==> src/rtl/vslc_timer_pkg.sv <==
`default_nettype none
// ============================================================================
// vslc_timer_pkg : shared types and constants for the VSLC timer bank
// Rev 1.0
// ============================================================================
package vslc_timer_pkg;

  typedef enum logic [1:0] {
    TMR_CYCLE    = 2'd0,
    TMR_ONESHOT  = 2'd1,
    TMR_RETRIG   = 2'd2,
    TMR_DELAY_ON = 2'd3
  } tmr_mode_e;

  localparam logic [1:0] CFG_PA   = 2'd0;
  localparam logic [1:0] CFG_PB   = 2'd1;
  localparam logic [1:0] CFG_CTRL = 2'd2;
  localparam logic [1:0] CFG_RSVD = 2'd3;

  localparam int PA_RST = 1;
  localparam int PB_RST = 2;

endpackage
`default_nettype wire

==> src/rtl/vslc_timer_bank_if.sv <==
`default_nettype none
// ============================================================================
// vslc_timer_bank_if : executor-to-timer-bank strobe, config and status bus
// Rev 1.0
// ============================================================================
interface vslc_timer_bank_if #(
  parameter int N_CH  = 4,
  parameter int CNT_W = 10,
  parameter int CH_W  = 2
);
  logic [N_CH-1:0]  start;
  logic [N_CH-1:0]  stop;
  logic             cfg_we;
  logic [CH_W-1:0]  cfg_ch;
  logic [1:0]       cfg_addr;
  logic [CNT_W-1:0] cfg_wdata;
  logic             cfg_err;
  logic [N_CH-1:0]  tmr_out;
  logic [N_CH-1:0]  busy;
  logic [N_CH-1:0]  done;

  modport master (
    output start, stop, cfg_we, cfg_ch, cfg_addr, cfg_wdata,
    input  cfg_err, tmr_out, busy, done
  );

  modport slave (
    input  start, stop, cfg_we, cfg_ch, cfg_addr, cfg_wdata,
    output cfg_err, tmr_out, busy, done
  );
endinterface
`default_nettype wire

==> src/rtl/vslc_timer_channel.sv <==
`default_nettype none
// ============================================================================
// vslc_timer_channel : one two-phase timer (prescaler, counter, phase FSM)
// Rev 1.0
// ============================================================================
module vslc_timer_channel
  import vslc_timer_pkg::*;
#(
  parameter int CNT_W = 10,
  parameter int DIV_W = 4
) (
  input  logic             clk,
  input  logic             rst_n,
  input  logic             start_i,
  input  logic             stop_i,
  input  logic             cfg_we_i,
  input  logic [1:0]       cfg_addr_i,
  input  logic [CNT_W-1:0] cfg_wdata_i,
  output logic             tmr_out_o,
  output logic             busy_o,
  output logic             done_o
);
  localparam int PRE_W = 1 << DIV_W;

  localparam logic [1:0] ST_IDLE = 2'd0;
  localparam logic [1:0] ST_A    = 2'd1;
  localparam logic [1:0] ST_B    = 2'd2;
  localparam logic [1:0] ST_HOLD = 2'd3;

  logic [CNT_W-1:0] pa_q, pa_d, pb_q, pb_d, cnt_q, cnt_d;
  logic [DIV_W-1:0] div_q, div_d;
  tmr_mode_e        mode_q, mode_d;
  logic [PRE_W-1:0] pre_q, pre_d;
  logic [1:0]       st_q, st_d;
  logic             out_q, out_d, done_q, done_d;

  logic [CNT_W-1:0] w_pa, w_pb, w_per;
  logic [DIV_W-1:0] w_div;
  tmr_mode_e        w_mode;
  logic [PRE_W-1:0] w_pre_lim;
  logic             w_ctrl_wr, w_running, w_tick, w_end;

  // A write in the same cycle as a start or tick is seen before the register updates.
  assign w_ctrl_wr = cfg_we_i && (cfg_addr_i == CFG_CTRL);
  assign w_pa      = (cfg_we_i && cfg_addr_i == CFG_PA) ? cfg_wdata_i : pa_q;
  assign w_pb      = (cfg_we_i && cfg_addr_i == CFG_PB) ? cfg_wdata_i : pb_q;
  assign w_div     = w_ctrl_wr ? cfg_wdata_i[DIV_W-1:0] : div_q;
  assign w_mode    = w_ctrl_wr ? tmr_mode_e'(cfg_wdata_i[DIV_W +: 2]) : mode_q;
  assign w_pre_lim = ~({PRE_W{1'b1}} << w_div);
  assign w_running = (st_q == ST_A) || (st_q == ST_B);
  assign w_tick    = w_running && (pre_q == w_pre_lim);
  assign w_per     = (st_q == ST_B) ? w_pb : w_pa;
  assign w_end     = w_tick && (cnt_q >= w_per);

  always_comb begin
    pa_d   = w_pa;
    pb_d   = w_pb;
    div_d  = w_div;
    mode_d = w_mode;
    pre_d  = pre_q;
    cnt_d  = cnt_q;
    st_d   = st_q;
    out_d  = out_q;
    done_d = 1'b0;

    if (stop_i) begin
      st_d  = ST_IDLE;
      out_d = 1'b0;
      cnt_d = '0;
      pre_d = '0;
    end else if (start_i && (st_q == ST_IDLE || w_mode == TMR_RETRIG)) begin
      st_d  = ST_A;
      cnt_d = '0;
      pre_d = '0;
      out_d = (w_mode != TMR_DELAY_ON);
    end else if (w_running) begin
      if (!w_tick) begin
        pre_d = pre_q + 1'b1;
      end else begin
        pre_d = '0;
        if (!w_end) begin
          cnt_d = cnt_q + 1'b1;
        end else begin
          cnt_d = '0;
          if (st_q == ST_A) begin
            if (mode_q == TMR_DELAY_ON) begin
              st_d   = ST_HOLD;
              out_d  = 1'b1;
              done_d = 1'b1;
            end else if (mode_q != TMR_CYCLE && w_pb == '0) begin
              st_d   = ST_IDLE;
              out_d  = 1'b0;
              done_d = 1'b1;
            end else begin
              st_d  = ST_B;
              out_d = 1'b0;
            end
          end else begin
            done_d = 1'b1;
            if (mode_q == TMR_CYCLE) begin
              st_d  = ST_A;
              out_d = 1'b1;
            end else begin
              st_d  = ST_IDLE;
              out_d = 1'b0;
            end
          end
        end
      end
    end
  end

  always_ff @(posedge clk or negedge rst_n) begin
    if (!rst_n) begin
      pa_q   <= CNT_W'(PA_RST);
      pb_q   <= CNT_W'(PB_RST);
      div_q  <= '0;
      mode_q <= TMR_CYCLE;
      pre_q  <= '0;
      cnt_q  <= '0;
      st_q   <= ST_IDLE;
      out_q  <= 1'b0;
      done_q <= 1'b0;
    end else begin
      pa_q   <= pa_d;
      pb_q   <= pb_d;
      div_q  <= div_d;
      mode_q <= mode_d;
      pre_q  <= pre_d;
      cnt_q  <= cnt_d;
      st_q   <= st_d;
      out_q  <= out_d;
      done_q <= done_d;
    end
  end

  assign tmr_out_o = out_q;
  assign busy_o    = (st_q != ST_IDLE);
  assign done_o    = done_q;

endmodule
`default_nettype wire

==> src/rtl/vslc_timer_bank.sv <==
`default_nettype none
// ============================================================================
// vslc_timer_bank : N independent two-phase timers with shared config port
// Rev 1.0
// ============================================================================
module vslc_timer_bank
  import vslc_timer_pkg::*;
#(
  parameter int N_CH  = 4,
  parameter int CNT_W = 10,
  parameter int DIV_W = 4,
  parameter int CH_W  = 2
) (
  input logic              clk,
  input logic              rst_n,
  vslc_timer_bank_if.slave bus
);
  logic [CH_W-1:0] w_ch;
  logic [N_CH-1:0] w_busy, w_out, w_done, w_ch_we;
  logic            w_in_range, w_tgt_busy, w_drop;
  logic            cfg_err_q, cfg_err_d;

  assign w_ch = bus.cfg_ch;

  // Ctrl registers are frozen while a channel runs; such writes are refused.
  always_comb begin
    w_tgt_busy = 1'b0;
    w_ch_we    = '0;
    w_in_range = (32'(w_ch) < 32'(N_CH));
    for (int i = 0; i < N_CH; i++) begin
      if (32'(w_ch) == 32'(i)) w_tgt_busy = w_busy[i];
    end
    w_drop = bus.cfg_we && (!w_in_range || (bus.cfg_addr == CFG_RSVD) ||
                            ((bus.cfg_addr == CFG_CTRL) && w_tgt_busy));
    for (int i = 0; i < N_CH; i++) begin
      w_ch_we[i] = bus.cfg_we && !w_drop && (32'(w_ch) == 32'(i));
    end
    cfg_err_d = w_drop;
  end

  always_ff @(posedge clk or negedge rst_n) begin
    if (!rst_n) cfg_err_q <= 1'b0;
    else        cfg_err_q <= cfg_err_d;
  end

  for (genvar g = 0; g < N_CH; g++) begin : g_ch
    vslc_timer_channel #(
      .CNT_W (CNT_W),
      .DIV_W (DIV_W)
    ) u_ch (
      .clk         (clk),
      .rst_n       (rst_n),
      .start_i     (bus.start[g]),
      .stop_i      (bus.stop[g]),
      .cfg_we_i    (w_ch_we[g]),
      .cfg_addr_i  (bus.cfg_addr),
      .cfg_wdata_i (bus.cfg_wdata),
      .tmr_out_o   (w_out[g]),
      .busy_o      (w_busy[g]),
      .done_o      (w_done[g])
    );
  end

  assign bus.tmr_out = w_out;
  assign bus.busy    = w_busy;
  assign bus.done    = w_done;
  assign bus.cfg_err = cfg_err_q;

endmodule
`default_nettype wire

==> src/flat_wrapper.sv <==
// flat-port wrapper written by rule: the top's interface ports become plain ports
module vslc_timer_bank_flat import vslc_timer_pkg::*;
#(
  parameter int N_CH  = 4,
  parameter int CNT_W = 10,
  parameter int DIV_W = 4,
  parameter int CH_W  = 2
)
  (clk, rst_n, bus_start, bus_stop, bus_cfg_we, bus_cfg_ch, bus_cfg_addr, bus_cfg_wdata, bus_cfg_err, bus_tmr_out, bus_busy, bus_done);
  vslc_timer_bank_if #(.N_CH(N_CH), .CNT_W(CNT_W), .CH_W(CH_W)) bus_i ();
  input logic clk;
  input logic rst_n;
  input wire logic [$bits(bus_i.start)-1:0] bus_start;
  input wire logic [$bits(bus_i.stop)-1:0] bus_stop;
  input wire logic [$bits(bus_i.cfg_we)-1:0] bus_cfg_we;
  input wire logic [$bits(bus_i.cfg_ch)-1:0] bus_cfg_ch;
  input wire logic [$bits(bus_i.cfg_addr)-1:0] bus_cfg_addr;
  input wire logic [$bits(bus_i.cfg_wdata)-1:0] bus_cfg_wdata;
  output wire logic [$bits(bus_i.cfg_err)-1:0] bus_cfg_err;
  output wire logic [$bits(bus_i.tmr_out)-1:0] bus_tmr_out;
  output wire logic [$bits(bus_i.busy)-1:0] bus_busy;
  output wire logic [$bits(bus_i.done)-1:0] bus_done;
  assign bus_i.start = bus_start;
  assign bus_i.stop = bus_stop;
  assign bus_i.cfg_we = bus_cfg_we;
  assign bus_i.cfg_ch = bus_cfg_ch;
  assign bus_i.cfg_addr = bus_cfg_addr;
  assign bus_i.cfg_wdata = bus_cfg_wdata;
  assign bus_cfg_err = bus_i.cfg_err;
  assign bus_tmr_out = bus_i.tmr_out;
  assign bus_busy = bus_i.busy;
  assign bus_done = bus_i.done;
  vslc_timer_bank #(.N_CH(N_CH), .CNT_W(CNT_W), .DIV_W(DIV_W), .CH_W(CH_W)) u_core (.clk(clk), .rst_n(rst_n), .bus(bus_i));
endmodule
==> config.mk <==
export PLATFORM = sky130hd
export DESIGN_NAME = vslc_timer_bank_flat
export DESIGN_NICKNAME = d
export VERILOG_FILES = /design/src/rtl/vslc_timer_pkg.sv /design/src/rtl/vslc_timer_bank_if.sv /design/src/rtl/vslc_timer_channel.sv /design/src/rtl/vslc_timer_bank.sv /design/src/flat_wrapper.sv
export SDC_FILE = /design/constraint.sdc
export NUM_CORES = 1
export LEC_CHECK = 0
export CORE_ASPECT_RATIO = 0.7
export CORE_MARGIN = 2
export CORE_UTILIZATION = 55
export DETAILED_ROUTE_END_ITERATION = 7
export PLACE_DENSITY = 0.75
export SLEW_MARGIN = 20
export SYNTH_ARGS = -nofsm -noshare
export SYNTH_HDL_FRONTEND = slang
export SYNTH_SLANG_ARGS = --single-unit
==> constraint.sdc <==
create_clock -name clk -period 3.3 [get_ports clk]
set_input_delay 0.66 -clock clk [delete_from_list [all_inputs] [get_ports clk]]
set_output_delay 0.66 -clock clk [all_outputs]
set_load 0.02 [all_outputs]
Yosys cells after proc, flatten, opt, wreduce, memory -nomap -nowiden
Index checks and enable logic that the tools add are counted.

word-level totals
  register bits = 225
  input bits = 25
  output and inout port bits = 13
  word-level logic and storage cells = 334

operators by class
  $add $sub $neg = 8
  magnitude comparators = 4
  equal/unequal tests = 30
  shift operators = 4
  mux-type cells = 160
  bitwise gates (word level) = 4
  reduce and logical (&&, ||, !) cells = 87

operators with widths
  operator                                                             count
  10-bit 2-to-1 mux                                                    32
  16-bit 2-to-1 mux                                                    16
  1-bit 2-to-1 mux                                                     72
  2-bit 2-to-1 mux                                                     36
  16-bit by 1-bit adder with 16-bit output, second input constant      4
  16-bit == test                                                       4
  16-bit inverter                                                      4
  16-bit by 4-bit << shifter with 16-bit output, first input constant  4
  10-bit by 1-bit adder with 10-bit output, second input constant      4
  10-bit greater-or-equal comparator                                   4
  10-bit logical NOT                                                   4
  3-bit nonzero test                                                   12
  1-bit logical AND                                                    35
  2-bit == test, second input constant                                 16
  2-bit logical NOT                                                    10
  4-bit 2-to-1 mux                                                     4
  2-bit nonzero test                                                   8
  2-bit by 1-bit == test with 1-bit output, second input constant      6
  3-bit AND reduction                                                  4
  1-bit logical OR                                                     9
  2-bit != test, second input constant                                 4
  2-bit AND reduction                                                  4
  1-bit logical NOT                                                    1

Depth between registers and ports, before layout
Gate-level depths: netlist of the first run.

  depth in word-level cells = 23
  gate-level depth with buffers = 20
  mapped depth without buffers = 15

Hierarchy
From an unflattened synthesis of the first run, not the netlist that was laid out.

unflattened totals
  cells, all modules = 1640
  area, all modules = 15109.5 µm²

by module, submodules not included
  module                                        times used  cells each  area each (µm²)  seq. area each (µm²)
  vslc_timer_channel (u_core.g_ch[1].u_ch ...)  2           410         3766.1           1403.8
  vslc_timer_channel (u_core.g_ch[3].u_ch)      1           421         3753.6           1403.8
  vslc_timer_channel (u_core.g_ch[0].u_ch)      1           388         3701.0           1403.8
  vslc_timer_bank                               1           11          122.6            25.0

Worst setup path before layout of the first run
No wires, ideal clock.

  path type = input to register
  start = in bus_cfg_ch[0]
  end = reg u_core.g_ch[2].u_ch.st_q[0]
  library setup time = 125 ps
  data arrival time = 4236 ps
  required time = 3175 ps
  setup slack = -1060 ps
  stages = 15
  path buffers = 2
  cell sequence = buf_2 nand3b_1 clkbuf_1 nor2_1 mux2i_1 a21oi_1 ha_1 nand2b_1 a21o_1 a21o_1 a211oi_1 o31ai_1 a21o_1 a21o_1 mux2_2

between the ends
  longest elaborated chain between the ends = 20
  elaborated cells on any way between the ends = 37
  those cells by class = order compare: 1; eq/ne: 5; shift: 1; mux: 11; bitwise: 1; reduce/logical: 18

RTL lines
  item                                           line                       text
  from (decl)                                    flat_wrapper.sv:16         input wire logic [$bits(bus_i.cfg_ch)-1:0] bus_cfg_ch;
  2-bit logical NOT                              vslc_timer_bank.sv:31      if (32'(w_ch) == 32'(i)) w_tgt_busy = w_busy[i];
  1-bit 2-to-1 mux (4 in series)                 vslc_timer_bank.sv:31
  1-bit logical AND                              vslc_timer_bank.sv:34      ((bus.cfg_addr == CFG_CTRL) && w_tgt_busy));
  1-bit logical OR                               vslc_timer_bank.sv:33      w_drop = bus.cfg_we && (!w_in_range || (bus.cfg_addr == CFG_RSVD) ||
  1-bit logical AND                              vslc_timer_bank.sv:33
  1-bit logical NOT                              vslc_timer_bank.sv:36      w_ch_we[i] = bus.cfg_we && !w_drop && (32'(w_ch) == 32'(i));
  1-bit logical AND                              vslc_timer_bank.sv:36
  1-bit logical AND *                            vslc_timer_bank.sv:36
  1-bit logical AND                              vslc_timer_channel.sv:44   assign w_ctrl_wr = cfg_we_i && (cfg_addr_i == CFG_CTRL);
  4-bit 2-to-1 mux                               vslc_timer_channel.sv:47   assign w_div = w_ctrl_wr ? cfg_wdata_i[DIV_W-1:0] : div_q;
  16-bit by 4-bit << shifter with 16-bit output  vslc_timer_channel.sv:49   assign w_pre_lim = ~({PRE_W{1'b1}} << w_div);
  16-bit inverter                                vslc_timer_channel.sv:49
  16-bit == test                                 vslc_timer_channel.sv:51   assign w_tick = w_running && (pre_q == w_pre_lim);
  1-bit logical AND                              vslc_timer_channel.sv:51
  1-bit logical AND                              vslc_timer_channel.sv:53   assign w_end = w_tick && (cnt_q >= w_per);
  3-bit nonzero test (no source line)            --
  3-bit AND reduction (no source line)           --
  to (signal assigned)                           vslc_timer_channel.sv:131  st_q <= st_d;
  to (decl)                                      vslc_timer_channel.sv:34   logic [1:0] st_q, st_d;

Every way passes the cells marked *; elsewhere a longest branch is shown, timed or not.
A chain may end at the register's enable or synchronous reset.

Worst setup path in the final report of the first run
  start = reg u_core.g_ch[1].u_ch.st_q[0]
  end = reg u_core.g_ch[1].u_ch.st_q[0]

between the ends
  longest elaborated chain between the ends = 19
  elaborated cells on any way between the ends = 41
  those cells by class = order compare: 1; eq/ne: 4; shift: 1; mux: 14; bitwise: 1; reduce/logical: 20

RTL lines
  item                                           line                       text
  from (decl)                                    vslc_timer_channel.sv:34
  from (signal assigned)                         vslc_timer_channel.sv:131
  2-bit nonzero test                             vslc_timer_channel.sv:138  assign busy_o = (st_q != ST_IDLE);
  1-bit 2-to-1 mux (3 in series)                 vslc_timer_bank.sv:31
  1-bit logical AND                              vslc_timer_bank.sv:34
  1-bit logical OR                               vslc_timer_bank.sv:33
  1-bit logical AND                              vslc_timer_bank.sv:33
  1-bit logical NOT                              vslc_timer_bank.sv:36
  1-bit logical AND (2 in series)                vslc_timer_bank.sv:36
  1-bit logical AND                              vslc_timer_channel.sv:44
  4-bit 2-to-1 mux                               vslc_timer_channel.sv:47
  16-bit by 4-bit << shifter with 16-bit output  vslc_timer_channel.sv:49
  16-bit inverter                                vslc_timer_channel.sv:49
  16-bit == test                                 vslc_timer_channel.sv:51
  1-bit logical AND                              vslc_timer_channel.sv:51
  1-bit logical AND                              vslc_timer_channel.sv:53
  3-bit nonzero test (no source line)            --
  3-bit AND reduction (no source line)           --

Several ways; a longest one is shown, not always the timed one. The select of a mux whose other input is x is not followed.

==> results.tsv, run 1 <==
stage	metric	value	unit
worst_setup_path	critical_path_class	register to register	
yosys	synth_edf_count	0	
clock_tree	clock_path_buffers	3	
cells_and_area	diodes	0	
place	gp_congestion	0.986	
sta	hold_violations	0	
yosys	yosysSeqAreaShare	0.377	
global_routing	grt_antenna_before_repair	0	
clock_tree	cts_sinks	225	
sta	post-route-period-util	0.987	
power_and_ir_drop	p_clk_frac	0.320	
global_routing	grt_pass1_wl	73900	µm
route	ant_nets	0	
clock_tree	cts_root_buf	clkbuf_16	
power_and_ir_drop	power.leakage	8.33	nW
route	wl_per_cell	19.9	µm
place	placed_cells	2254	
global_routing	grt_max_degree	72	
power_and_ir_drop	switchingPower	3.11	mW
floorplanning	start_util	0.559	
global_routing	gr-total-overflow	0	
worst_setup_path	start_kind	register	
yosys	yosysWarnings	0	
power_and_ir_drop	power	9.47	mW
power_and_ir_drop	vdd_drop_max	0.414	mV
sta	worst-slew-pin-transition	0.801	ns
cells_and_area	final_cell_mix	buf_4, dfrtp_1, nand2_1	
power_and_ir_drop	swShare	0.328	
sta	slew_violations	0	
global_routing	track_usage	0.321	
yosys	avgSynthCellArea	8.75	µm²
sta	period_needed	3.26	ns
clock_tree	clk_pin_slew	0.06	ns
min_path	hold_class	primary input to async pin	
worst_setup_path	cp-end-kind	register	
worst_setup_path	worstPathRequired	3.74	ns
route	vias	14400	
power_and_ir_drop	intPower	6.36	mW
power_and_ir_drop	combPwrFrac	0.315	
sta	finalSetupTns	0	ns
clock_tree	insertion_delay	0.55	ns
cells_and_area	layout_commonest_cell	buf_4	
power_and_ir_drop	seqPwrFrac	0.364	
floorplanning	dieArea	28500	µm²
cells_and_area	fill_cells	2030	
route	via_per_inst	6.19	
yosys	synth.distinct_cells	83	
worst_setup_path	r2r_cells	11	
clock_tree	cts_tree	yes	
route	drtIter0Drc	1433	
run	max_cap_viol_count	0	
route	firstDrtPassIters	6	
clock_tree	numCtsBuffers	25	
floorplanning	die_h	142	µm
run_status	run_status	finished clean	
floorplanning	rows	50	
yosys	yosys_register_bits	225	
floorplanning	ios	38	
place	dpl.hpwl	32700	µm
sta	finalSetupViolations	0	
sta	fin_skew	0.0156	ns
cells_and_area	nets	2036	
floorplanning	core-area	26700	µm²
route	routed_wl	46400	µm
clock_tree	cts_max_level	1	
yosys	synth_ff_type	dfrtp_1	
route	drc	0	
yosys	postSynthCellCount	1708	
worst_setup_path	critPathMaxFanout	22	
yosys	async_flop_share	1.00	
cells_and_area	drive_gt1_frac	0.258	
sta	fmax	307	MHz
cells_and_area	layoutNonFillerInstCount	2332	
place	io_buffers	37	
worst_setup_path	arrival	3.69	ns
floorplanning	die_w	201	µm
clock_tree	cts_hold_buf	0	
sta	rsz0062_at_grt	true	
sta	maxSlewHeadroom	0.465	
global_routing	grt_pass1_vias	13800	
power_and_ir_drop	power_density	500	nW/µm²
yosys	syn-cell-area	14900	µm²
cells_and_area	syn_to_final_growth	26.9	%
yosys	syn-num-nets	1793	
==> worst max-delay path: stages (launching register included) <==
cell	delay, ns
dfrtp_1	0.41
inv_2	0.07
ha_4	0.19
and3b_2	0.31
a221oi_4	0.31
a21oi_1	0.11
xnor2_1	0.27
nand4_1	0.12
or4_1	0.56
buf_6	0.19
o21ai_1	0.24
mux2_2	0.36
==> synth_stat cells, types with 35 or more instances <==
cell | number | area (µm²)
a21oi_1 | 91 | 455
o21ai_0 | 115 | 576
nor3_1 | 41 | 205
nand2_1 | 164 | 616
dfrtp_1 | 217 | 5430
nand3_1 | 83 | 415
mux2_2 | 47 | 529
inv_1 | 93 | 349
nor2_1 | 102 | 383
xnor2_1 | 35 | 307
mux2i_1 | 48 | 480
clkbuf_1 | 76 | 285
ha_1 | 60 | 751
==> routing by layer <==
metal | global-route usage | vias to the layer above | part of all wire
li1 | - | 6661 | -
met1 | 0.475 | 7067 | 0.46
met2 | 0.490 | 611 | 0.44
met3 | 0.0586 | 86 | 0.077
met4 | 0.0717 | 0 | 0.022
met5 | 0.00850 | - | 0
==> worst paths after layout <==
path	start	to	slack, ns
max	u_core.g_ch[1].u_ch.st_q[0]$_DFFE_PN0P_	u_core.g_ch[1].u_ch.st_q[0]$_DFFE_PN0P_	0.04
min	rst_n	u_core.g_ch[1].u_ch.pa_q[8]$_DFF_PN0_	0.03
max reg2reg	u_core.g_ch[1].u_ch.st_q[0]$_DFFE_PN0P_	u_core.g_ch[1].u_ch.st_q[0]$_DFFE_PN0P_	0.04
min reg2reg	u_core.g_ch[2].u_ch.pa_q[0]$_DFF_PN1_	u_core.g_ch[2].u_ch.pa_q[0]$_DFF_PN1_	0.49
max in group asynchronous	rst_n	u_core.g_ch[2].u_ch.done_o$_DFF_PN0_	2.48
min in group clk	u_core.g_ch[2].u_ch.pa_q[0]$_DFF_PN1_	u_core.g_ch[2].u_ch.pa_q[0]$_DFF_PN1_	0.49
==> power by group through the flow <==
stage / Sequential (mW) / Combinational (mW) / Clock [mW]
2_1_floorplan: 3.27 / 1.71 / 0
3_3_place_gp: 3.44 / 2.58 / 0
3_5_place_dp: 3.46 / 2.65 / 0
4_1_cts: 3.42 / 2.79 / 3.06
5_1_grt: 3.48 / 3.23 / 3.17
6_report: 3.45 / 2.99 / 3.03
==> kinds of logic after synthesis <==
logic type      Yosys count  share of synthesized area
compound gates          419                      0.183
xor+xnor                 64                     0.0375
fa+ha+maj                60                     0.0502
buf+inv                 220                     0.0624
flops                   225                      0.377
mux                      99                     0.0736
simple gates            621                      0.216
==> state kept, by name, indices dropped and copies added (netlist names) <==
register	flops
u_core.bus.cfg_err	1
u_core.g_ch.u_ch.st_q	8
u_core.g_ch.u_ch.mode_q	8
u_core.g_ch.u_ch.div_q	16
u_core.g_ch.u_ch.pa_q	40
u_core.g_ch.u_ch.pb_q	40
u_core.g_ch.u_ch.pre_q	64
u_core.g_ch.u_ch.done_o	4
u_core.g_ch.u_ch.tmr_out_o	4
u_core.g_ch.u_ch.cnt_q	40
==> through the flow <==
| stage | hold slack, ns | setup slack, ns | area, µm² | util |
|---|---|---|---|---|
| floorplan | 0.364 | -0.354 | 15100 | - |
| global placement | 0.475 | -0.780 | 17400 | 0.653 |
| detailed placement | 0.480 | -0.901 | 17400 | 0.653 |
| CTS | 0.0552 | 0.00129 | 18600 | 0.696 |
| global route | 0.0791 | -0.0430 | 19000 | 0.710 |
| finish | 0.0319 | 0.0424 | 19000 | 0.710 |
==> final cells by class <==
type	count	area [µm²]	area share
multi-input combinational	1266	8850	0.467
sequential	225	5640	0.298
timing repair buffer	340	2780	0.147
clock buffer	34	709	0.0374
tap	364	455	0.0240
inverter	93	349	0.0184
clock inverter	10	165	0.00871
==> timing repair <==
item / 4_1_cts / 5_1_grt
buffers inserted: 20 / 10
pin swaps: 20 / 25
endpoints found under the setup margin: 104 / 102
resized for setup: 47 / 86
cloned: 2 / 3
Power figures use the tool's default switching activity.
==> run 2: changes to the inputs <==
- DONT_BUFFER_PORTS: not set -> 1
- PLACE_DENSITY: 0.75 -> 0.73
==> run 2 against run 1 <==
- the flow now finishes with violations (hold timing)
- setup slack improved by 0.016 ns
- non-clock buffer count fell by 158
- clock power fell by 6%
- final cell count fell by 6.9%
- clock skew fell by 0.0074 ns
- core utilization fell by 5.9 points
- count of clock-buffer cells in the layout rose by 4
- die area did not move
- power fell by 7.6%
- combinational power fell by 18%
- design area fell by 8.4%
- register-to-register slack improved by 0.02 ns
==> results.tsv, run 2 (synthesized netlist as in run 1, its figures left out) <==
stage	metric	value	unit	change
run_status	run_status	finished, violations left		
run_status	violations	hold timing		
place	place_ws	-0.411	ns	+0.490 ns
floorplanning	dieArea	28500	µm²	unchanged
worst_setup_path	slowest_delay	0.56	ns	about the same
clock_tree	numCtsBuffers	24		-4.0%
sta	period_needed	3.24	ns	-0.0155 ns
sta	hold_violations	217		+217
sta	fmax	308	MHz	+0.48%
cells_and_area	fin_util	0.650		-0.0593
floorplanning	die_h	142	µm	unchanged
route	vias	13500		-6.1%
floorplanning	core-area	26700	µm²	unchanged
worst_setup_path	worstPathRequired	3.77	ns	+0.03 ns
power_and_ir_drop	power	8.75	mW	-7.6%
place	dpl.hpwl	30600	µm	-6.2%
worst_setup_path	critPathMaxFanout	23		+4.5%
sta	slew_violations	0		unchanged
route	firstDrtPassIters	6		unchanged
floorplanning	die_w	201	µm	unchanged
worst_setup_path	cp-end-kind	register		
sta	post-route-period-util	0.982		-0.00470
power_and_ir_drop	vdd_drop_max	0.380	mV	-8.1%
clock_tree	clock_path_buffers	3		unchanged
floorplanning	ios	38		unchanged
worst_setup_path	r2r-start	u_core.g_ch[1].u_ch.st_q[1]$_DFFE_PN0P_		
worst_setup_path	r2r_end	u_core.g_ch[1].u_ch.cnt_q[9]$_DFFE_PN0P_		
route	wl_per_cell	19.9	µm	+0.20%
worst_setup_path	cp-endpoint	u_core.g_ch[1].u_ch.cnt_q[9]$_DFFE_PN0P_		
floorplanning	start_util	0.559		unchanged
clock_tree	clk_pin_slew	0.06	ns	about the same
clock_tree	cts_tree	yes		
worst_setup_path	worstSetupStartpoint	u_core.g_ch[1].u_ch.st_q[1]$_DFFE_PN0P_		
sta	fin_skew	0.00823	ns	-0.00741 ns
cells_and_area	drive_gt1_frac	0.194		-0.0644
place	place_area	16300	µm²	-6.6%
worst_setup_path	timing.critical_path.cells	inv_2 > ha_4 > nand3b_1 > buf_4 > o221ai_1 > nand3_1 > o311ai_2 > nand4_1 > or4_4 > buf_12 > or4_1 > a21oi_2		
place	placed_cells	2120		-5.9%
worst_setup_path	cp_slowest_cell	or4_4		
cells_and_area	largest_reg_flops	64		unchanged
clock_tree	insertion_delay	0.54	ns	about the same
sta	worst-slew-pin-transition	0.624	ns	-0.177 ns
sta	setup_ws	0.0579	ns	+0.0155 ns
clock_tree	cts_root_buf	clkbuf_16		
worst_setup_path	arrival	3.71	ns	+0.02 ns
global_routing	grt_max_degree	226		+210%
place	gp_congestion	0.977		-0.89%
worst_setup_path	r2r_slack	0.06	ns	+0.02 ns
route	ant_nets	0		unchanged
route	drc	0		unchanged
run	max_cap_viol_count	0		unchanged
worst_setup_path	critPathTopFamily	simple AND/OR/NAND/NOR gates		
worst_setup_path	start_kind	register		
power_and_ir_drop	power_density	504	nW/µm²	+0.77%
cells_and_area	top_register	u_core.g_ch.u_ch.pre_q		
power_and_ir_drop	power.leakage	7.47	nW	-10%
sta	finalSetupViolations	0		unchanged
cells_and_area	final_cell_area	17400	µm²	-8.4%
worst_setup_path	r2r_cells	12		+1
floorplanning	rows	50		unchanged
worst_setup_path	cp.depth	12		+1
clock_tree	cts_max_level	1		unchanged
min_path	hold_class	primary input to async pin		
global_routing	track_usage	0.301		-0.0197
cells_and_area	nets	1874		-8.0%
cells_and_area	layoutNonFillerInstCount	2172		-6.9%
global_routing	grt_antenna_before_repair	2		+2
route	drtIter0Drc	1394		-2.7%
cells_and_area	layout_commonest_cell	dfrtp_1		
cells_and_area	syn_to_final_growth	16.3	%	
global_routing	grt_pass1_wl	69400	µm	-6.1%
sta	finalSetupTns	0	ns	unchanged
cells_and_area	final_cell_mix	dfrtp_1, buf_4, nand2_1		
sta	maxSlewHeadroom	0.584		+0.119
worst_setup_path	crit_buf_inv	3		+1
route	via_per_inst	6.23		+0.76%
route	routed_wl	43300	µm	-6.7%
clock_tree	cts_sinks	225		unchanged
place	io_buffers	0		-100%
sta	holdWs	-0.189	ns	-0.221 ns
global_routing	gr-total-overflow	0		unchanged
global_routing	grt_pass1_vias	12700		-7.9%
worst_setup_path	critical_path_class	register to register		
[run 2: cell types whose count changed in the layout (fill, tap and decap cells not counted), sizes merged]
cell,change
buf,-121
clkdlybuf4s50,-29
bufinv,-2
clkbuf,-2
dlymetal6s2s,-2
a21oi,-1
and3b,-1
clkinvlp,-1
diode,+1
inv,-1
o22a,-1
[run 2: worst min path at each step]
stage | slack (ns) | startpoint | cells past startpoint | to
after floorplan | 0.36 | rst_n | 0 | u_core.bus.cfg_err$_DFF_PN0_
after global placement | 0.37 | rst_n | 0 | u_core.g_ch[1].u_ch.cnt_q[8]$_DFFE_PN0P_
after detailed placement | 0.37 | rst_n | 0 | u_core.g_ch[1].u_ch.pa_q[5]$_DFF_PN0_
after CTS | -0.20 | rst_n | 0 | u_core.g_ch[1].u_ch.cnt_q[7]$_DFFE_PN0P_
after global routing | -0.20 | rst_n | 0 | u_core.g_ch[1].u_ch.cnt_q[7]$_DFFE_PN0P_
final | -0.19 | rst_n | 0 | u_core.g_ch[1].u_ch.cnt_q[6]$_DFFE_PN0P_
[run 2: final cells by class]
class / instances / area (µm²)
Clock buffer: 38 / 734
Multi-Input combinational cell: 1263 / 8670
Clock inverter: 6 / 82.6
Inverter: 93 / 349
Tap cell: 364 / 455
Fill cell: 2238 / 9340
Timing Repair Buffer: 182 / 1440
Antenna cell: 1 / 2.50
Sequential cell: 225 / 5640
[run 2: report_power, final]
group,internal [mW],switching (mW)
Sequential,3.10,0.338
Combinational,1.17,1.28
Clock,1.68,1.17
[run 2: what timing repair did]
action	CTS	global route
gates resized for setup	7	48
gates cloned	0	0
endpoints found under the setup margin	13	114
buffers inserted	0	7
hold endpoints to repair	221	217
pin swaps	0	8
[run 2: worst reg2reg max path, stage by stage (launching register included)]
cell and delay (ns):
dfrtp_1 0.39, inv_2 0.09, ha_4 0.19, nand3b_1 0.13
buf_4 0.18, o221ai_1 0.25, nand3_1 0.16, o311ai_2 0.26
nand4_1 0.11, or4_4 0.56, buf_12 0.17, or4_1 0.51
a21oi_2 0.16
[run 2: layer usage]
layer  up-vias  track usage  wire, µm
met3        59       0.0691      3820
met5         -            0         0
met4         0       0.0569       746
met1      6594        0.452     20400
met2       542        0.447     18400
li1       6343            -         -
